## config.mk

```make
export PLATFORM = sky130hd
export DESIGN_NAME = cordic_mul_arbiter
export DESIGN_NICKNAME = d
export VERILOG_FILES = /design/src/rtl/cordic_mul_arbiter.sv
export SDC_FILE = /design/constraint.sdc
export NUM_CORES = 1
export LEC_CHECK = 0
export BUFFER_PORTS_ARGS = -buffer_cell sky130_fd_sc_hd__buf_2
export CORE_ASPECT_RATIO = 0.9
export CORE_MARGIN = 2
export CORE_UTILIZATION = 48
export CTS_CLUSTER_SIZE = 28
export DETAILED_ROUTE_END_ITERATION = 8
export PLACE_DENSITY = 0.94
export SYNTH_ARGS = -nofsm -noshare
export SYNTH_HDL_FRONTEND = slang
export SYNTH_SLANG_ARGS = --single-unit
export TNS_END_PERCENT = 50
```

## constraint.sdc

```tcl
create_clock -name ap_clk -period 5.8 [get_ports ap_clk]
set_input_delay 1.45 -clock ap_clk [delete_from_list [all_inputs] [get_ports ap_clk]]
set_output_delay 1.45 -clock ap_clk [all_outputs]
set_load 0.005 [all_outputs]
```

## src/rtl/cordic_mul_arbiter.sv

```systemverilog
// Round-robin front end for one shared signed multiplier. Each product travels
// down a fixed-length pipeline with its requester tag and is returned only to that requester.
module cordic_mul_arbiter #(
  parameter int NUM_REQ     = 3,
  parameter int DATA_WIDTH  = 12,
  parameter int MUL_LATENCY = 2
) (
  input  logic                            ap_clk,
  input  logic                            ap_rst,
  input  logic [NUM_REQ-1:0]              req_valid,
  output logic [NUM_REQ-1:0]              req_ready,
  input  logic [NUM_REQ*DATA_WIDTH-1:0]   req_a,
  input  logic [NUM_REQ*DATA_WIDTH-1:0]   req_b,
  output logic [DATA_WIDTH-1:0]           mul_din0,
  output logic [DATA_WIDTH-1:0]           mul_din1,
  input  logic [2*DATA_WIDTH-1:0]         mul_dout,
  output logic [NUM_REQ-1:0]              rsp_valid,
  input  logic [NUM_REQ-1:0]              rsp_ready,
  output logic [2*DATA_WIDTH-1:0]         rsp_data,
  output logic                            idle
);

  localparam int TW = (NUM_REQ <= 2) ? 1 : $clog2(NUM_REQ);
  localparam int PW = 2 * DATA_WIDTH;
  localparam logic [TW:0] NREQ_W = NUM_REQ[TW:0];

  logic [TW-1:0]         rr_reg;
  logic                  s1_valid_reg;
  logic [TW-1:0]         s1_tag_reg;
  logic [DATA_WIDTH-1:0] s1_a_reg;
  logic [DATA_WIDTH-1:0] s1_b_reg;

  logic                  out_valid;
  logic [TW-1:0]         out_tag;
  logic [PW-1:0]         out_data;
  logic                  tail_busy;
  logic [NUM_REQ-1:0]    out_hit;
  logic                  adv;
  logic                  grant;
  logic [TW-1:0]         win;
  logic                  found;
  logic [TW:0]           idx;

  logic [DATA_WIDTH-1:0] req_a_arr [NUM_REQ];
  logic [DATA_WIDTH-1:0] req_b_arr [NUM_REQ];

  genvar gi;
  generate
    for (gi = 0; gi < NUM_REQ; gi++) begin : g_req
      assign req_a_arr[gi] = req_a[gi*DATA_WIDTH +: DATA_WIDTH];
      assign req_b_arr[gi] = req_b[gi*DATA_WIDTH +: DATA_WIDTH];
      assign out_hit[gi]   = out_valid && (out_tag == TW'(gi));
      assign rsp_valid[gi] = out_hit[gi] && !ap_rst;
      assign req_ready[gi] = grant && (win == TW'(gi));
    end
  endgenerate

  // The output stage frees up either when empty or when its owner takes the product.
  assign adv   = !out_valid || |(rsp_ready & out_hit);
  assign grant = adv && |req_valid && !ap_rst;

  // Scan upward from rr with wrap-around; first pending requester wins.
  always_comb begin
    win   = rr_reg;
    found = 1'b0;
    idx   = '0;
    for (int k = 0; k < NUM_REQ; k++) begin
      idx = {1'b0, rr_reg} + (TW+1)'(k);
      if (idx >= NREQ_W) idx = idx - NREQ_W;
      if (!found && req_valid[idx[TW-1:0]]) begin
        found = 1'b1;
        win   = idx[TW-1:0];
      end
    end
  end

  always_ff @(posedge ap_clk) begin
    if (ap_rst) begin
      rr_reg <= '0;
    end else if (grant) begin
      rr_reg <= (win == TW'(NUM_REQ-1)) ? '0 : win + TW'(1);
    end
  end

  always_ff @(posedge ap_clk) begin
    if (ap_rst) begin
      s1_valid_reg <= 1'b0;
      s1_tag_reg   <= '0;
      s1_a_reg     <= '0;
      s1_b_reg     <= '0;
    end else if (adv) begin
      s1_valid_reg <= grant;
      s1_tag_reg   <= win;
      s1_a_reg     <= req_a_arr[win];
      s1_b_reg     <= req_b_arr[win];
    end
  end

  assign mul_din0 = s1_a_reg;
  assign mul_din1 = s1_b_reg;

  generate
    if (MUL_LATENCY == 1) begin : g_lat1
      assign out_valid = s1_valid_reg;
      assign out_tag   = s1_tag_reg;
      assign out_data  = mul_dout;
      assign tail_busy = 1'b0;
    end else begin : g_latn
      // Index k here is pipeline stage k+1; the highest index is the output stage.
      logic [MUL_LATENCY-1:1] pv_reg;
      logic [TW-1:0]          pt_reg [1:MUL_LATENCY-1];
      logic [PW-1:0]          pp_reg [1:MUL_LATENCY-1];

      always_ff @(posedge ap_clk) begin
        if (ap_rst) begin
          for (int k = 1; k < MUL_LATENCY; k++) begin
            pv_reg[k] <= 1'b0;
            pt_reg[k] <= '0;
            pp_reg[k] <= '0;
          end
        end else if (adv) begin
          pv_reg[1] <= s1_valid_reg;
          pt_reg[1] <= s1_tag_reg;
          pp_reg[1] <= mul_dout;
          for (int k = 2; k < MUL_LATENCY; k++) begin
            pv_reg[k] <= pv_reg[k-1];
            pt_reg[k] <= pt_reg[k-1];
            pp_reg[k] <= pp_reg[k-1];
          end
        end
      end

      assign out_valid = pv_reg[MUL_LATENCY-1];
      assign out_tag   = pt_reg[MUL_LATENCY-1];
      assign out_data  = pp_reg[MUL_LATENCY-1];
      assign tail_busy = |pv_reg;
    end
  endgenerate

  assign rsp_data = out_data;
  assign idle     = ap_rst || !(s1_valid_reg || tail_busy);

endmodule

```

* Word-level counts from Yosys, hierarchy flattened
Memory sizes are Yosys's and may differ from the RTL's. Index checks and enable logic that the tools add are counted.
Storage, ports and cells: register bits after elaboration 30, memory bits (writable) 26, bits of input ports 104, output and inout port bits 55, word-level logic and storage cells 82, memories kept 2
Operators by class: add/sub/neg operators 6, $lt $le $gt $ge 7, equality and inequality tests 4, multiplexer cells 28, bitwise logic cells 4, reductions and logical operators 25
Memory list:
- g_latn.pp_reg | depth 1, width 24, read ports 1, clocked after Yosys merged registers in 0, write ports 1, line 112 | logic [PW-1:0] pp_reg [1:MUL_LATENCY-1];
- g_latn.pt_reg | depth 1, width 2, read ports 1, clocked after Yosys merged registers in 0, write ports 1, line 111 | logic [TW-1:0] pt_reg [1:MUL_LATENCY-1];
Operators with widths (count):
- binary-select mux 12 bit (select 2 bit) | 2
- two-way mux 12 bit | 4
- two-way mux 24 bit | 1
- two-way mux 2 bit | 8
- logical AND 1 bit | 13
- two-way mux 1 bit | 10
- less-than comparator 2 x 3 -> 1 bit, second input constant | 3
- binary-select mux 1 bit (select 2 bit) | 3
- greater-or-equal comparator 3 x 2 -> 1 bit, second input constant | 2
- OR reduction 3 bit | 2
- subtractor 2 bit, second input constant | 3
- logical NOT 1 bit | 5
- equality test 2 x 1 -> 1 bit, second input constant | 2
- equality test 2 bit, second input constant | 2
- logical NOT 2 bit | 2
- adder 2 x 1 -> 3 bit, second input constant | 1
- adder 2 x 2 -> 3 bit, second input constant | 1
- AND 3 bit | 1
- greater-or-equal comparator 3 bit, second input constant | 1
- logical OR 1 bit | 3
- inverter 2 -> 3 bit | 1
- adder 2 x 1 -> 2 bit, second input constant | 1
- greater-or-equal comparator 2 bit, second input constant | 1
- bitwise OR 1 bit | 2

* Longest topological paths before layout
Gate-level depths: netlist of run 1.
word-level depth 15, gate-level depth with buffers 11

* Least setup slack after synthesis of run 1
OpenSTA, ideal clock, no wires.
path type in2out, from in req_valid[2], to out req_ready[2], arrival time 2.836 ns, path slack 1.514 ns, stages on the path 8, buffers on the path 3, path through buf_2 -> mux2i_1 -> a22o_1 -> a221oi_2 -> a21oi_1 -> buf_6 -> buf_6 -> nor3_1
Between the ends: cells in the longest elaborated chain, start to end 11, elaborated cells between the ends (all ways) 20, those cells by class eq/ne: 1; mux: 11; reduce/logical: 8
Ends and longest elaborated chain:
- from (decl) | line 10 | input logic [NUM_REQ-1:0] req_valid,
- binary-select mux 1 bit (select 2 bit) | line 70 | if (!found && req_valid[idx[TW-1:0]]) begin
- two-way mux 1 bit (implied by the code) | line 70
- two-way mux 1 bit | line 70
- logical NOT 1 bit | line 70
- logical AND 1 bit | line 70
- two-way mux 1 bit | line 70
- logical NOT 1 bit | line 70
- logical AND 1 bit | line 70
- two-way mux 2 bit | line 70
- equality test 2 bit | line 54 | assign req_ready[gi] = grant && (win == TW'(gi));
- logical AND 1 bit * | line 54
- to (decl) | line 11 | output logic [NUM_REQ-1:0] req_ready,
Every way passes the cells marked *; elsewhere a longest branch is shown, timed or not. The select of a mux whose other input is x is not followed.

* Worst setup path in the final report of run 1
from in req_valid[1], to out req_ready[0]
Between the ends: cells in the longest elaborated chain, start to end 11, elaborated cells between the ends (all ways) 20, those cells by class mux: 11; reduce/logical: 9
Ends and longest elaborated chain (line):
- binary-select mux 1 bit (select 2 bit) | 70
- two-way mux 1 bit (implied by the code) | 70
- two-way mux 1 bit | 70
- logical NOT 1 bit | 70
- logical AND 1 bit | 70
- two-way mux 1 bit | 70
- logical NOT 1 bit | 70
- logical AND 1 bit | 70
- two-way mux 2 bit | 70
- logical NOT 2 bit | 54
- logical AND 1 bit * | 54
Marked as above.

==> impl_metrics.ini, run 1 <==
[outcome]
status = complete, no violations

[floorplanning]
die-width_microns = 86.1
dieHeight_microns = 77.9
die_area_sq_mm = 0.00670
core_area_sq_mm = 0.00576
row_count = 26
initial_core_util = 0.505
num_io_pins = 159

[yosys]
synth_ff_type = dfxtp_1
syn-mean-instance-area_sq_um = 11.2
async_flop_share = 0
synth.top_cell.area_share = 0.268
ys_ff_latch = 56
ys_top_cells_by_area = edfxtp_1 (27%), dfxtp_1 (21%), o221ai_2 (10%)
synth_top_area_cell = edfxtp_1
synth_edf_count = 26
syn_nets = 366
ys_types = 41
synthesis.area_sq_mm = 0.00291
synthCells = 259
ys_warn_count = 0
yosysSeqAreaShare = 0.475

[detailed_routing]
ant_nets = 0
routed-via-count = 2536
drt_pass1_iterations = 4
drcViolationCount = 0
totalWireLength_microns = 7250
routedWlPerCell_microns = 15.1
avgViaCountPerCell = 5.27
drtIter0Drc = 93

[power_and_ir_drop]
power.leakage_uw = 0.00185
vdd_drop_max_v = 0.000204
powerDensity_mw_per_mm2 = 425

[cts]
cts_setup_buffers = 0
cts_made_buffers = 5
clockRootBuffer = clkbuf_8
cts_num_sinks = 56
cts_tree = built
cts_buffer_depth = 2
cts-htree-levels = 2
post_cts_resized = 0
clk_latency_ns = 0.31
path_clk_slew_ns = 0.11
postCtsHoldBufs = 0

[job]
cap_violations = 0

[sta]
tns_ns = 0
finalHoldViolations = 0
slew_headroom = 0.343
rsz0062_at_grt = false
setup_viol = 0
max_freq_ghz = 0.217
slew_viol_final = 0
fin_ws_ns = 1.19
tightest_slew_ns = 0.984
finalCritPeriodShare = 0.794
finalCriticalPeriod_ns = 4.61
fin_skew_ns = 0.0105

[setup_path]
crit_path_end_kind = output port
start_kind = input port
startpoint = req_valid[1]
regToRegSetupSlack_ns = 2.81
cp.required_ns = 4.35
cp_data_arrival_time_ns = 3.16
r2r-start = rr_reg[0]$_SDFFE_PP0P_
worstPathMaxFanout = 24
timing_worst_setup_path_type = in -> out

[global_route]
grt.total_usage = 0.217
grt_pass1_vias = 2553
gr-total-overflow = 0
antenna_found_initial = 0
grt_max_degree = 30
grt_pass1_wl_microns = 11600

[place]
hpwlAfterDp_microns = 5530
place.gp.congestion = 0.884
port_buffers = 158
dpl_worst_slack_ns = 1.20

[finish]
area_delta_synth_final_pct = 30.7
num-fill-cells = 459
final_net_count = 517
drive_gt1_frac = 0.482
largest_reg_flops = 24
diodes = 0

[worst_hold_path]
worstHoldPathType = reg -> reg
hold_start = mul_din0[5]$_SDFFE_PP0N_
-- routing by layer --
layer / vias up / wire (microns) / global-route usage
met5: - / 0 / 0
met4: 0 / 74 / 0.0714
met3: 8 / 651 / 0.0574
met2: 127 / 3610 / 0.380
met1: 1166 / 2910 / 0.256
li1: 1235 / - / -
-- through the flow --
stage	area (sq um)	util	hold slack [ns]	total power, uW	cells
floorplan	2910	-	0.446	1190	259
global placement	3710	0.645	0.441	1370	473
detailed placement	3710	0.645	0.441	1410	473
CTS	3800	0.661	0.473	1630	481
global route	3800	0.661	0.497	1720	481
finish	3800	0.661	0.473	1620	481
-- final timing paths --
| check | to | cells past startpoint |
|---|---|---|
| worst max-delay path | req_ready[0] | 8 |
| worst min-delay path | mul_din0[5]$_SDFFE_PP0N_ | 2 |
| worst max register to register | mul_din1[1]$_SDFFE_PP0N_ | 8 |
| worst min register to register | mul_din0[5]$_SDFFE_PP0N_ | 2 |
-- worst max-delay path, stage by stage --
cell       delay [ns]
buf_2            0.14
mux2i_1          0.23
a2bb2oi_2        0.32
o32ai_1          0.21
a21oi_4          0.20
buf_4            0.39
nor2_1           0.08
buf_2            0.13
-- cell usage in the layout, fill, tap and decap left out, types with 2 or more instances in the layout --
| master | instances |
|---|---|
| nor4bb_1 | 2 |
| nor2b_1 | 2 |
| nand3b_1 | 3 |
| o221ai_1 | 5 |
| buf_2 | 158 |
| o221ai_2 | 21 |
| nand2b_1 | 4 |
| clkbuf_8 | 5 |
| a31oi_1 | 2 |
| edfxtp_1 | 26 |
| ha_1 | 3 |
| inv_6 | 2 |
| a221oi_2 | 2 |
| nand2_1 | 25 |
| a2bb2oi_2 | 2 |
| and2_1 | 26 |
| o21ai_1 | 3 |
| mux2i_1 | 28 |
| dfxtp_1 | 30 |
| inv_1 | 28 |
| nor4b_1 | 2 |
| nor2_1 | 7 |
| and3b_1 | 2 |
| buf_4 | 3 |
-- synthesized netlist by cell type (2+ instances only) --
| cell type | number |
|---|---|
| dfxtp_1 | 30 |
| inv_1 | 28 |
| mux2i_1 | 28 |
| and2_1 | 26 |
| edfxtp_1 | 26 |
| nand2_1 | 25 |
| o221ai_2 | 20 |
| nor2_1 | 8 |
| buf_6 | 6 |
| clkbuf_1 | 6 |
| o221ai_1 | 6 |
| nand2b_1 | 4 |
| buf_2 | 3 |
| ha_1 | 3 |
| nand3b_1 | 3 |
| o21ai_1 | 3 |
| a21oi_1 | 2 |
| a221oi_2 | 2 |
| a2bb2oi_2 | 2 |
| a31oi_1 | 2 |
| and3b_1 | 2 |
| buf_4 | 2 |
| nor2b_1 | 2 |
| nor4b_1 | 2 |
| nor4bb_1 | 2 |
-- power breakdown --
part	switching, uW	total, uW	internal, uW
Clock	133	222	88.4
Combinational	411	778	366
Sequential	65.0	616	551
-- final cells by class --
class,instances,area [sq um],share of cell area
clock inverter,3,25.0,0.00658
tap,70,87.6,0.0230
clock buffer,5,68.8,0.0181
inverter,28,105,0.0276
sequential,56,1380,0.363
timing repair buffer,161,813,0.214
multi-input combinational,158,1320,0.348
-- cells by family (layout without fill, tap and decap cells) --
family                     Yosys count  in the layout  share of synthesized area
AOI/OAI and AO/OA                   46             46                      0.179
and+or+nand+nor                     81             81                      0.160
buffers and inverters               45            197                     0.0774
muxes                               28             28                     0.0963
adders and majority gates            3              3                     0.0129
DFF                                 56             56                      0.475
Note: power is estimated with default switching activity, not from simulation.
==> run 2, diff against run 1 <==
--- a/config.mk
+++ b/config.mk
@@ -8,10 +8,10 @@
 export BUFFER_PORTS_ARGS = -buffer_cell sky130_fd_sc_hd__buf_2
 export CORE_ASPECT_RATIO = 0.9
 export CORE_MARGIN = 2
-export CORE_UTILIZATION = 48
+export CORE_UTILIZATION = 45
 export CTS_CLUSTER_SIZE = 28
 export DETAILED_ROUTE_END_ITERATION = 8
-export PLACE_DENSITY = 0.94
+export PLACE_DENSITY = 0.9
 export SYNTH_ARGS = -nofsm -noshare
 export SYNTH_HDL_FRONTEND = slang
 export SYNTH_SLANG_ARGS = --single-unit
==> constraint.sdc (replaced) <==
create_clock -name ap_clk -period 4.4 [get_ports ap_clk]
set_input_delay 1.1 -clock ap_clk [delete_from_list [all_inputs] [get_ports ap_clk]]
set_output_delay 1.1 -clock ap_clk [all_outputs]
set_load 0.005 [all_outputs]
==> impl_metrics.ini, run 2 (same netlist as run 1, synthesis figures left out) <==
[outcome]
status = complete, no violations

[setup_path]
path_buf_inv = 2
timing_worst_setup_path_type = reg -> out
crit_path_end_kind = output port
regToRegSetupSlack_ns = 1.44
cpMaxStageDelayCell = ha_1
cp_data_arrival_time_ns = 2.65
critical-path-top-delay-family = compound AO/OA/AOI/OAI gates
r2r_cells = 8
r2r-end = mul_din1[1]$_SDFFE_PP0N_
worstPathMaxFanout = 10
r2r-start = rr_reg[0]$_SDFFE_PP0P_
cp_cell_sequence = inv_1 -> ha_1 -> and3b_1 -> a22o_1 -> a221oi_2 -> a2bb2oi_2 -> nor2_1 -> buf_2
max_stage_delay_ns = 0.48
cp.required_ns = 3.30
start_kind = register

[sta]
fin_skew_ns = 0.00643
fin_ws_ns = 0.646
slew_headroom = 0.333
rsz0062_at_grt = false
tightest_slew_ns = 1.00
finalHoldViolations = 0
finalCritPeriodShare = 0.853
finalCriticalPeriod_ns = 3.75
setup_viol = 0
slew_viol_final = 0
tns_ns = 0
max_freq_ghz = 0.266

[finish]
largest_reg_flops = 24
multi_input_area_sq_mm = 0.00132
drive_gt1_frac = 0.482
design_area_sq_mm = 0.00383
diodes = 0
final_common_cell = buf_2
area_delta_synth_final_pct = 31.6
final_cell_mix = buf_2 (158), dfxtp_1 (30), inv_1 (28), mux2i_1 (28)
regArea_sq_mm = 0.00138
finish.utilization = 0.619
final_net_count = 517
num-fill-cells = 514

[cts]
cts_tree = built
clockRootBuffer = clkbuf_8
clk_latency_ns = 0.30
postCtsHoldBufs = 0
cts_made_buffers = 5
cts_setup_buffers = 0
cts_buffer_depth = 2
post_cts_resized = 0
cts_num_sinks = 56
path_clk_slew_ns = 0.10
cts-htree-levels = 2

[detailed_routing]
drt_pass1_iterations = 4
drtIter0Drc = 111
routedWlPerCell_microns = 14.0
totalWireLength_microns = 6990
routed-via-count = 2530
avgViaCountPerCell = 5.08
drcViolationCount = 0
ant_nets = 0

[global_route]
grt.total_usage = 0.199
grt_pass1_wl_microns = 11200
antenna_found_initial = 0
gr-total-overflow = 0
grt_max_degree = 29
grt_pass1_vias = 2407

[job]
cap_violations = 0

[place]
hpwlAfterDp_microns = 5270
place.gp.congestion = 0.959
place_area_sq_mm = 0.00373
dpl_worst_slack_ns = 0.774
port_buffers = 158

[worst_hold_path]
holdPathStages = 2
hold_start = mul_din1[0]$_SDFFE_PP0N_
hold_path_end = mul_din1[0]$_SDFFE_PP0N_
worstHoldPathType = reg -> reg

[power_and_ir_drop]
power.leakage_uw = 0.00185
vdd_drop_max_v = 0.000330
powerDensity_mw_per_mm2 = 554
power_uw = 2120

[floorplanning]
dieHeight_microns = 80.3
die-width_microns = 88.8
row_count = 27
initial_core_util = 0.471
core_area_sq_mm = 0.00618
num_io_pins = 159
die_area_sq_mm = 0.00713
==> run 2: cell count changes in the layout (fill, tap and decap cells not counted), sizes merged <==
cell | previous run | this run
inv | 30 | 29
clkinv | 0 | 1
==> run 2: layout make-up <==
| class | count | area share |
|---|---|---|
| Timing Repair Buffer | 161 | 0.212 |
| Clock buffer | 5 | 0.0180 |
| Sequential cell | 56 | 0.361 |
| Inverter | 28 | 0.0275 |
| Clock inverter | 3 | 0.00719 |
| Multi-Input combinational cell | 158 | 0.346 |
| Tap cell | 87 | 0.0284 |
==> run 2: worst max path at each step <==
stage | start | end | slack [ns] | cells after the start
after floorplan | req_valid[2] | req_ready[2] | 0.81 | 8
after global placement | req_valid[2] | req_ready[1] | 0.82 | 7
after detailed placement | req_valid[2] | req_ready[1] | 0.77 | 7
after CTS | rr_reg[0]$_SDFFE_PP0P_ | req_ready[1] | 0.67 | 8
after global routing | rr_reg[0]$_SDFFE_PP0P_ | req_ready[1] | 0.48 | 8
final | rr_reg[0]$_SDFFE_PP0P_ | req_ready[1] | 0.65 | 8
==> run 2: worst reg2reg max path, delay by kind of cell (launching register included) <==
family,cells,cell delay (ns)
AO/OA/AOI/OAI,4,1.26
adder cells (fa/ha/maj),1,0.48
buffers and inverters,1,0.10
flip-flops,1,0.45
AND/OR/NAND/NOR,2,0.59
==> run 2: through the flow <==
stage,hold slack (ns),instances
3_5_place_dp,0.443,490
4_1_cts,0.470,498
3_3_place_gp,0.443,490
5_1_grt,0.490,498
2_1_floorplan,0.446,259
6_report,0.464,498
==> run 2: metal layers <==
layer / part of all wire / global-route usage
met3: 0.084 / 0.0442
met4: 0.0061 / 0.0394
met2: 0.50 / 0.350
met5: 0 / 0
met1: 0.41 / 0.248
==> run 2: report_power, final <==
group          switching (uW)  total [uW]  internal, uW
logic                     542        1030           483
clock network             170         287           117
registers                81.5         808           726
==> run 3, diff against run 2 <==
--- a/config.mk
+++ b/config.mk
@@ -12,6 +12,7 @@
 export CTS_CLUSTER_SIZE = 28
 export DETAILED_ROUTE_END_ITERATION = 8
 export PLACE_DENSITY = 0.9
+export REMOVE_ABC_BUFFERS = 1
 export SYNTH_ARGS = -nofsm -noshare
 export SYNTH_HDL_FRONTEND = slang
 export SYNTH_SLANG_ARGS = --single-unit
==> impl_metrics.ini, run 3 (same netlist as run 1, synthesis figures left out) <==
[cts]
cts_buffer_depth = 2
cts_made_buffers = 5
path_clk_slew_ns = 0.10
post_cts_resized = 0
cts_setup_buffers = 0
clk_latency_ns = 0.30
postCtsHoldBufs = 0
cts_num_sinks = 56
cts-htree-levels = 2
clockRootBuffer = clkbuf_8
cts_tree = built

[sta]
rsz0062_at_grt = false
fin_ws_ns = 0.652
tightest_slew_ns = 0.945
finalCritPeriodShare = 0.852
slew_headroom = 0.369
holdWs_ns = 0.471
tns_ns = 0
slew_viol_final = 0
finalCriticalPeriod_ns = 3.75
fin_skew_ns = 0.0114
setup_viol = 0
finalHoldViolations = 0
max_freq_ghz = 0.267

[detailed_routing]
drt_pass1_iterations = 4
drcViolationCount = 0
routedWlPerCell_microns = 14.7
ant_nets = 0
drtIter0Drc = 75
avgViaCountPerCell = 5.03
routed-via-count = 2506
totalWireLength_microns = 7310

[setup_path]
crit_path_end_kind = output port
r2r-start = rr_reg[0]$_SDFFE_PP0P_
cp.required_ns = 3.30
worstPathMaxFanout = 10
regToRegSetupSlack_ns = 1.44
cp_data_arrival_time_ns = 2.65
start_kind = register
r2r_cells = 8
timing_worst_setup_path_type = reg -> out
r2r-end = mul_din1[5]$_SDFFE_PP0N_

[outcome]
status = complete, no violations

[place]
port_buffers = 158
place.gp.congestion = 0.915
dpl_worst_slack_ns = 0.749
hpwlAfterDp_microns = 5660
dp_cells = 490

[finish]
largest_reg_flops = 24
area_delta_synth_final_pct = 31.2
final_cell_mix = buf_2 (158), dfxtp_1 (30), inv_1 (28), mux2i_1 (28)
final_common_cell = buf_2
num-fill-cells = 523
diodes = 0
final_net_count = 517
instances_no_fill = 498
drive_gt1_frac = 0.479

[global_route]
grt_use_met3 = 0.0750
use_met1 = 0.223
globalRouteMet2Util = 0.354
busiest_layer = met2
grt.total_usage = 0.199
antenna_found_initial = 0
grt_pass1_wl_microns = 11000
grt_max_degree = 29
grt_pass1_vias = 2441
gr-total-overflow = 0

[floorplanning]
row_count = 27
core_area_sq_mm = 0.00618
num_io_pins = 159
die_area_sq_mm = 0.00713
die-width_microns = 88.8
dieHeight_microns = 80.3
initial_core_util = 0.471

[power_and_ir_drop]
power.leakage_uw = 0.00185
power_uw = 2110
vdd_drop_max_v = 0.000316
powerDensity_mw_per_mm2 = 554

[worst_hold_path]
worstHoldPathType = reg -> reg
hold_path_end = mul_din1[10]$_SDFFE_PP0N_
holdPathStages = 2
hold_start = mul_din1[10]$_SDFFE_PP0N_

[job]
cap_violations = 0
==> run 3: cell type report <==
class | instances | area (sq um) | area share
sequential | 56 | 1380 | 0.362
clock buffer | 5 | 68.8 | 0.0180
clock inverter | 3 | 17.5 | 0.00459
multi-input combinational | 158 | 1320 | 0.347
inverter | 28 | 105 | 0.0275
tap | 87 | 109 | 0.0285
timing repair buffer | 161 | 813 | 0.213
==> run 3: worst max-delay path: stages, from the launching register on <==
cell       delay, ns
dfxtp_1         0.45
inv_1           0.09
ha_1            0.46
and3b_1         0.23
a22o_1          0.28
a221oi_2        0.35
a2bb2oi_2       0.31
nor2_1          0.07
buf_2           0.13
==> run 3: how the worst max path moves through the flow <==
| stage | start | end | slack, ns | depth (start not counted) |
|---|---|---|---|---|
| final | rr_reg[0]$_SDFFE_PP0P_ | req_ready[1] | 0.65 | 8 |
| after global routing | rr_reg[0]$_SDFFE_PP0P_ | req_ready[1] | 0.51 | 8 |
| after CTS | rr_reg[0]$_SDFFE_PP0P_ | req_ready[1] | 0.67 | 8 |
| after detailed placement | req_valid[2] | req_ready[1] | 0.75 | 7 |
| after global placement | req_valid[2] | req_ready[1] | 0.80 | 7 |
| after floorplan | req_valid[2] | req_ready[2] | -0.40 | 5 |
==> run 3: per-layer routing <==
layer  up-vias  routed length (microns)
met2       119                     3570
met1      1146                     2950
li1       1235                        -
met5         -                        0
met4         0                       63
met3         6                      727
==> run 3: power breakdown <==
group / internal [uW] / switching (uW)
registers: 726 / 81.5
clock network: 112 / 162
logic: 483 / 549
total: 1320 / 792
==> run 3: stage by stage <==
stage          utilization  instance area [sq um]
3_5_place_dp         0.604                   3730
4_1_cts              0.618                   3820
5_1_grt              0.618                   3820
6_report             0.618                   3820
2_1_floorplan            -                   2790
3_3_place_gp         0.604                   3730
